[src/rtl/wb_pkg.sv]
// Shared encodings for the register-file write-back stage: source selects and FSM states.
package wb_pkg;

   localparam logic [1:0] WB_ALU  = 2'd0;
   localparam logic [1:0] WB_MEM  = 2'd1;
   localparam logic [1:0] WB_IMM  = 2'd2;
   localparam logic [1:0] WB_LINK = 2'd3;

   typedef enum logic {
      S_IDLE     = 1'b0,
      S_WAIT_MEM = 1'b1
   } wb_state_e;

endpackage

[src/rtl/wb_src_mux.sv]
// Combinational 4:1 write-value selector (ALU / MEM / IMM / LINK), DATA_W bits wide, no extension.
module wb_src_mux
   import wb_pkg::*;
#(
   parameter int unsigned DATA_W = 8
) (
   input  logic [1:0]        sel_i,
   input  logic [DATA_W-1:0] alu_i,
   input  logic [DATA_W-1:0] mem_i,
   input  logic [DATA_W-1:0] imm_i,
   input  logic [DATA_W-1:0] link_i,
   output logic [DATA_W-1:0] data_o
);

   always_comb begin
      data_o = alu_i;
      case (sel_i)
         WB_ALU:  data_o = alu_i;
         WB_MEM:  data_o = mem_i;
         WB_IMM:  data_o = imm_i;
         WB_LINK: data_o = link_i;
         default: data_o = alu_i;
      endcase
   end

endmodule

[src/rtl/wb_select_stage.sv]
// Registered write-back stage with a stall handshake for variable-latency memory reads.
// Optional memory-wait timeout (mem_err_o pulse, aborted write) enabled by WB_MEM_TIMEOUT_EN.
//
//   state      | meaning
//   S_IDLE     | ready; ALU/IMM/LINK written next edge, MEM moves to wait
//   S_WAIT_MEM | upstream stalled until mem_rvalid_i (or timeout) completes the MEM op
module wb_select_stage
   import wb_pkg::*;
#(
   parameter int unsigned DATA_W   = 8,
   parameter int unsigned RADDR_W  = 3,
   parameter bit          ZERO_REG = 1'b1,
   parameter int          TIMEOUT  = 15
) (
   input  logic               clk_i,
   input  logic               rst_n_i,
   input  logic               in_valid_i,
   output logic               in_ready_o,
   input  logic [1:0]         wb_sel_i,
   input  logic               reg_write_i,
   input  logic [RADDR_W-1:0] rd_addr_i,
   input  logic [DATA_W-1:0]  alu_result_i,
   input  logic [DATA_W-1:0]  imm_val_i,
   input  logic [DATA_W-1:0]  link_val_i,
   input  logic [DATA_W-1:0]  mem_rdata_i,
   input  logic               mem_rvalid_i,
   output logic               rf_we_o,
   output logic [RADDR_W-1:0] rf_waddr_o,
   output logic [DATA_W-1:0]  rf_wdata_o,
   output logic               mem_err_o
);

   if (TIMEOUT < 1) begin : g_bad_timeout
      $error("wb_select_stage: TIMEOUT must be at least 1");
   end

   wb_state_e          state_q, state_d;
   logic               rf_we_q, rf_we_d;
   logic [RADDR_W-1:0] rf_waddr_q, rf_waddr_d;
   logic [DATA_W-1:0]  rf_wdata_q, rf_wdata_d;
   logic               pend_we_q, pend_we_d;
   logic [RADDR_W-1:0] pend_addr_q, pend_addr_d;
   logic               mem_err_q, mem_err_d;
   logic [DATA_W-1:0]  src_data;
   logic               eff_we;

`ifdef WB_MEM_TIMEOUT_EN
   localparam int unsigned        CNT_W    = $clog2(TIMEOUT + 1);
   localparam logic [CNT_W-1:0]   CNT_LAST = CNT_W'(TIMEOUT - 1);
   logic [CNT_W-1:0]              cnt_q, cnt_d;
`endif

   wb_src_mux #(
      .DATA_W (DATA_W)
   ) u_src_mux (
      .sel_i  (wb_sel_i),
      .alu_i  (alu_result_i),
      .mem_i  (mem_rdata_i),
      .imm_i  (imm_val_i),
      .link_i (link_val_i),
      .data_o (src_data)
   );

   assign eff_we     = reg_write_i & ~(ZERO_REG & (rd_addr_i == '0));
   assign in_ready_o = (state_q == S_IDLE);

   always_comb begin
      state_d     = state_q;
      rf_we_d     = 1'b0;
      rf_waddr_d  = rf_waddr_q;
      rf_wdata_d  = rf_wdata_q;
      pend_we_d   = pend_we_q;
      pend_addr_d = pend_addr_q;
      mem_err_d   = 1'b0;
`ifdef WB_MEM_TIMEOUT_EN
      cnt_d       = cnt_q;
`endif
      case (state_q)
         S_IDLE: begin
            if (in_valid_i) begin
               if (wb_sel_i == WB_MEM) begin
                  state_d     = S_WAIT_MEM;
                  pend_we_d   = eff_we;
                  pend_addr_d = rd_addr_i;
`ifdef WB_MEM_TIMEOUT_EN
                  cnt_d       = '0;
`endif
               end else begin
                  rf_we_d = eff_we;
                  // address/data only move on a real write so they hold otherwise
                  if (eff_we) begin
                     rf_waddr_d = rd_addr_i;
                     rf_wdata_d = src_data;
                  end
               end
            end
         end
         S_WAIT_MEM: begin
            if (mem_rvalid_i) begin
               state_d = S_IDLE;
               rf_we_d = pend_we_q;
               if (pend_we_q) begin
                  rf_waddr_d = pend_addr_q;
                  rf_wdata_d = mem_rdata_i;
               end
            end
`ifdef WB_MEM_TIMEOUT_EN
            else if (cnt_q == CNT_LAST) begin
               state_d   = S_IDLE;
               mem_err_d = 1'b1;
            end else begin
               cnt_d = cnt_q + CNT_W'(1);
            end
`endif
         end
         default: state_d = S_IDLE;
      endcase
   end

   always_ff @(posedge clk_i or negedge rst_n_i) begin
      if (!rst_n_i) begin
         state_q     <= S_IDLE;
         rf_we_q     <= 1'b0;
         rf_waddr_q  <= '0;
         rf_wdata_q  <= '0;
         pend_we_q   <= 1'b0;
         pend_addr_q <= '0;
         mem_err_q   <= 1'b0;
`ifdef WB_MEM_TIMEOUT_EN
         cnt_q       <= '0;
`endif
      end else begin
         state_q     <= state_d;
         rf_we_q     <= rf_we_d;
         rf_waddr_q  <= rf_waddr_d;
         rf_wdata_q  <= rf_wdata_d;
         pend_we_q   <= pend_we_d;
         pend_addr_q <= pend_addr_d;
         mem_err_q   <= mem_err_d;
`ifdef WB_MEM_TIMEOUT_EN
         cnt_q       <= cnt_d;
`endif
      end
   end

   assign rf_we_o    = rf_we_q;
   assign rf_waddr_o = rf_waddr_q;
   assign rf_wdata_o = rf_wdata_q;
   assign mem_err_o  = mem_err_q;

endmodule

[config.mk]
export PLATFORM = sky130hd
export DESIGN_NAME = wb_select_stage
export DESIGN_NICKNAME = d
export VERILOG_FILES = /design/src/rtl/wb_pkg.sv /design/src/rtl/wb_src_mux.sv /design/src/rtl/wb_select_stage.sv
export SDC_FILE = /design/constraint.sdc
export NUM_CORES = 1
export LEC_CHECK = 0
export CORE_MARGIN = 5
export CORE_UTILIZATION = 50
export CTS_BUF_LIST = sky130_fd_sc_hd__clkbuf_8 sky130_fd_sc_hd__clkbuf_16
export DETAILED_ROUTE_END_ITERATION = 8
export DONT_BUFFER_PORTS = 1
export HOLD_SLACK_MARGIN = 0.08
export PLACE_DENSITY = 0.72
export SETUP_SLACK_MARGIN = 0.5
export SYNTH_ARGS = -nofsm -noshare
export SYNTH_HDL_FRONTEND = slang
export SYNTH_SLANG_ARGS = --single-unit
[constraint.sdc]
create_clock -name clk_i -period 2.1 [get_ports clk_i]
set_clock_uncertainty 0.2 [all_clocks]
set_input_delay 0.21 -clock clk_i [delete_from_list [all_inputs] [get_ports clk_i]]
set_output_delay 0.21 -clock clk_i [all_outputs]
set_load 0.05 [all_outputs]
Word-level counts from Yosys, hierarchy flattened
Index checks and enable logic that the tools add are counted.
W data, S select, Z words.
{"block": "op_classes", "n_eq_ne": 8, "n_mux": 21, "bitwise": 3, "reduce_logical": 4}
{"cell": "$mux W8", "count": 5}
{"cell": "$pmux W8 S3", "count": 1}
{"cell": "$pmux W8 S2", "count": 1}
{"cell": "$mux W3", "count": 5}
{"cell": "$mux W1", "count": 6}
{"cell": "$ne A2 B2 Y1 const B", "count": 3}
{"cell": "$pmux W3 S2", "count": 1}
{"cell": "$reduce_and A5 Y1", "count": 1}
{"cell": "$eq A2 B2 Y1 const B", "count": 2}
{"cell": "$ne A2 B1 Y1 const B", "count": 2}
{"cell": "$pmux W1 S2", "count": 2}
{"cell": "$logic_not A3 Y1", "count": 1}
{"cell": "$reduce_and A3 Y1", "count": 1}
{"cell": "$eq A2 B1 Y1 const B", "count": 1}
{"cell": "$logic_not A2 Y1", "count": 1}
{"cell": "$not A1 Y1", "count": 2}
{"cell": "$and A1 B1 Y1", "count": 1}
{"block": "totals", "ff_bits": 17, "inputBits": 42, "out_inout_bits": 14, "word_cells": 42}

Depth between registers and ports, before layout
{"block": "depth", "word_depth": 7, "depth_mapped": 6, "depth_no_buf": 3}

By module
From an unflattened synthesis, not the netlist that was laid out.
{"block": "hier_totals", "hier_cells": 66, "hier_area_um2": 1056.0}
{"module": "wb_select_stage", "n_inst": 1, "cells_per_inst": 56, "area_per_inst_um2": 859.6, "seq_area_each_um2": 425.4}
{"module": "wb_src_mux", "n_inst": 1, "cells_per_inst": 10, "area_per_inst_um2": 196.4, "seq_area_each_um2": 0.0}

Worst setup path after synthesis
OpenSTA, ideal clock, no wires.
{"block": "synth_path", "path_type": "reg2reg", "from": "register state_q", "to": "register state_q", "setup_ns": 0.081, "arrival_ns": 1.411, "required_time_ns": 1.819, "slack_ns": 0.408, "stages_incl_launch_ff": 5, "n_path_buf": 2, "synth_period_minus_slack_ns": 1.692, "path_cell_list": "dfrtp_1 -> buf_1 -> clkbuf_1 -> inv_1 -> o21bai_1"}
{"block": "synth_between", "elab_chain_cells": 2}
{"item": "start: declaration", "line_no": "wb_select_stage.sv:37", "source": "wb_state_e state_q, state_d;"}
{"item": "start signal: assignment", "line_no": "wb_select_stage.sv:133", "source": "state_q <= state_d;"}
{"item": "$not A1 Y1"}
{"item": "named net in_ready_o", "line_no": "wb_select_stage.sv:18", "source": "output logic in_ready_o,"}
{"item": "$pmux W1 S2", "line_no": "wb_select_stage.sv:78", "source": "case (state_q)"}
{"item": "named net state_d", "line_no": "wb_select_stage.sv:37"}
The timed path passes the listed nets, and every way through them passes these cells.
A chain may end at the register's enable or synchronous reset.

Final worst setup path
{"block": "layout_path", "from": "register state_q", "to": "register rf_waddr_q[1] (netlist: rf_waddr_o[1])"}
{"block": "layout_between", "elab_chain_cells": 3, "word_cells_on_any_way": 8, "cone_classes": "eq/ne: 5; mux: 1; bitwise: 1; reduce/logical: 1"}
{"item": "$not A1 Y1"}
{"item": "$ne A2 B2 Y1 (no line) / $ne A2 B1 Y1 (equally long branches)"}
{"item": "$reduce_and A5 Y1 (no line)"}
{"item": "end signal: assignment", "line_no": "wb_select_stage.sv:135", "source": "rf_waddr_q <= rf_waddr_d;"}
{"item": "end: declaration", "line_no": "wb_select_stage.sv:39", "source": "logic [RADDR_W-1:0] rf_waddr_q, rf_waddr_d;"}
Several ways; a longest one is shown, not always the timed one.

==> reports/metrics.cfg <==
[die]
die_y_um=55.0
ioPinCount=56
die_w_um=55.0
die_area_sq_um=3030
rows=16
start_util=0.522
core_sq_um=1940

[power]
ir_drop_mv=0.658
p_leak_nw=0.562
power.density_nw_per_um2=952

[global_routing]
grt_pass1_vias=851
grt_pass1_wl_um=3930
antenna_found_initial=0
globalRoute.totalOverflow=0
grt_max_degree=18
grtUsageTotal=0.186

[min_path]
worstHoldEndpoint=rf_wdata_o[0]
whs_path_depth=3
worstHoldPathType=in -> reg
hold_start=wb_sel_i[1]

[yosys]
synth_top_family_by_area=compound AO/OA/AOI/OAI gates
yosys.area_share.adder=0
yosys.area_share.simple=0.0840
syn-cell-area_sq_um=1010
syn_inst=95
synth_top_area_frac=0.420
synth_mux_area_frac=0.194
synth_area_leaders=dfrtp_1, mux2_2, mux2i_1, a211o_1, a311oi_1
yosysWarnings=0
synth_area_per_cell_sq_um=10.7
synth_compound_area_frac=0.221
syn_nets=137
synth_xor_area_frac=0
synth_seq_cells=17
ys_types=22
yosysTopAreaCell=dfrtp_1
synth-seq-area-share=0.420

[status]
status=completed

[setup_path]
crit_slowest_cell=dfrtp_2
cp_data_required_time_ns=2.04
path_max_fanout=7
arrival_ns=1.47
path_class=reg -> reg
reg2reg_from=state_q
crit_path_max_incr_delay_ns=0.47
end_kind=flop
r2r_end=rf_waddr_o[1]
reg2reg_depth=3
critical_path_buf_inv_count=0
setup.worst_path.start_class=flop
reg2reg_slack_ns=0.57
crit_chain=and3_1, a31o_4, mux2_4
crit_family=flip-flops

[final_layout]
multiInputGateArea_sq_um=524
fillers=164
mostFrequentLayoutCells=dlygate4sd3_1, dfrtp_1, mux2_2
diodes=0
area_delta_synth_final_pct=27.2
layout_commonest_cell=dlygate4sd3_1
drive_gt1_frac=0.209
register_area_sq_um=427
nNetsFinal=158

[clock_network]
cts_root_buffer=clkbuf_8
htree_levels=1
cts_sinks=17
cts_buffers=3
path_clk_slew_ns=0.07
clockBufferDepth=2
clkLatencyLatePin_ns=0.25
cts_tree=built

[detailed_routing]
wire_per_inst_um=18.2
drc=0
dr.pass1.iters=4
num_vias=841
drtIter0Drc=5
ant_nets=0
totalWireLength_um=2590
vias_per_cell=5.92

[sta]
tns_ns=0
fin_ws_ns=0.575
period_share=0.726
tightestPinTransition_ns=0.753
period_minus_slack_ns=1.53
whs_ns=0.0645
rsz0062_at_grt=false
maxSlewHeadroom=0.496
slew_violations=0
setup_viol=0
fmax_mhz=656
hold_viol=0

[place]
dp_hpwl_um=1830
pre_cts_ws_ns=0.410
port_buffers=0
gp_congestion=0.720

[run]
max_cap_violations=0

-- tightest hold or removal path, stage by stage --
cell and delay, ns:
nor2_1 0.08, a211o_1 0.11, a31oi_1 0.07
-- how the worst max path moves through the flow --
stage                     start             end  slack (ns)  cells after the start
finish                  state_q   rf_waddr_o[1]        0.57                      3
global route        wb_sel_i[1]   rf_wdata_o[7]        0.50                      4
detailed placement      state_q       pend_we_q        0.41                      3
floorplan               state_q   rf_waddr_o[1]        0.50                      5
CTS                     state_q   rf_waddr_o[2]        0.52                      3
global placement        state_q  pend_addr_q[2]        0.48                      3
-- registers in the layout (all words and copies together), names as in the netlist --
register	flops
state_q	1
pend_addr_q	3
rf_we_o	1
rf_wdata_o	8
pend_we_q	1
rf_waddr_o	3
-- cell type report --
class,instances,share of cell area
Multi-Input combinational cell,66,0.407
Timing Repair Buffer,27,0.198
Clock inverter,1,0.00291
Sequential cell,17,0.331
Inverter,1,0.00291
Tap cell,27,0.0262
Clock buffer,3,0.0320
-- cell usage after synthesis (all sizes together) --
| library cell | instances |
|---|---|
| nand2 | 8 |
| a31oi | 8 |
| o31a | 1 |
| and3 | 1 |
| mux2 | 10 |
| inv | 1 |
| clkbuf | 2 |
| mux2i | 8 |
| a211o | 8 |
| buf | 9 |
| o21bai | 1 |
| nor2b | 2 |
| nand2b | 1 |
| conb | 1 |
| a311oi | 8 |
| a31o | 1 |
| dfrtp | 17 |
| nor2 | 8 |
-- stage by stage --
step	util	std cells	area (sq um)	power [W]
global placement	0.514	114	997	0.000930
floorplan	-	95	1020	0.000904
CTS	0.608	131	1180	0.00121
finish	0.664	142	1290	0.00123
detailed placement	0.514	114	997	0.000942
global route	0.664	142	1290	0.00129
-- routing by layer --
metal | wire, um | GRT usage
met1 | 1050 | 0.201
met2 | 1300 | 0.323
met3 | 198 | 0.0697
met4 | 39 | 0.0810
met5 | 0 | 0
-- report_power, final --
part	leakage, nW	internal [W]	total, W	switching, W
clock	0.0269	0.000130	0.000242	0.000112
sequential	0.196	0.000413	0.000735	0.000323
combinational	0.340	0.000143	0.000250	0.000107
total	0.562	0.000685	0.00123	0.000542
-- cells by family after synthesis --
family	count (synthesis)
buf+inv	12
mux	18
flops	17
simple gates	20
compound gates	27
other cells	1
-- timing repair --
action / 4_1_cts / 5_1_grt
endpoints found under the hold margin: 32 / 8
hold buffers: 13 / 8
setup endpoints to repair: 7 / 6
gates resized for setup: 3 / 1
setup buffers: 0 / 3
No activity file was read; power rests on OpenSTA's default activity.
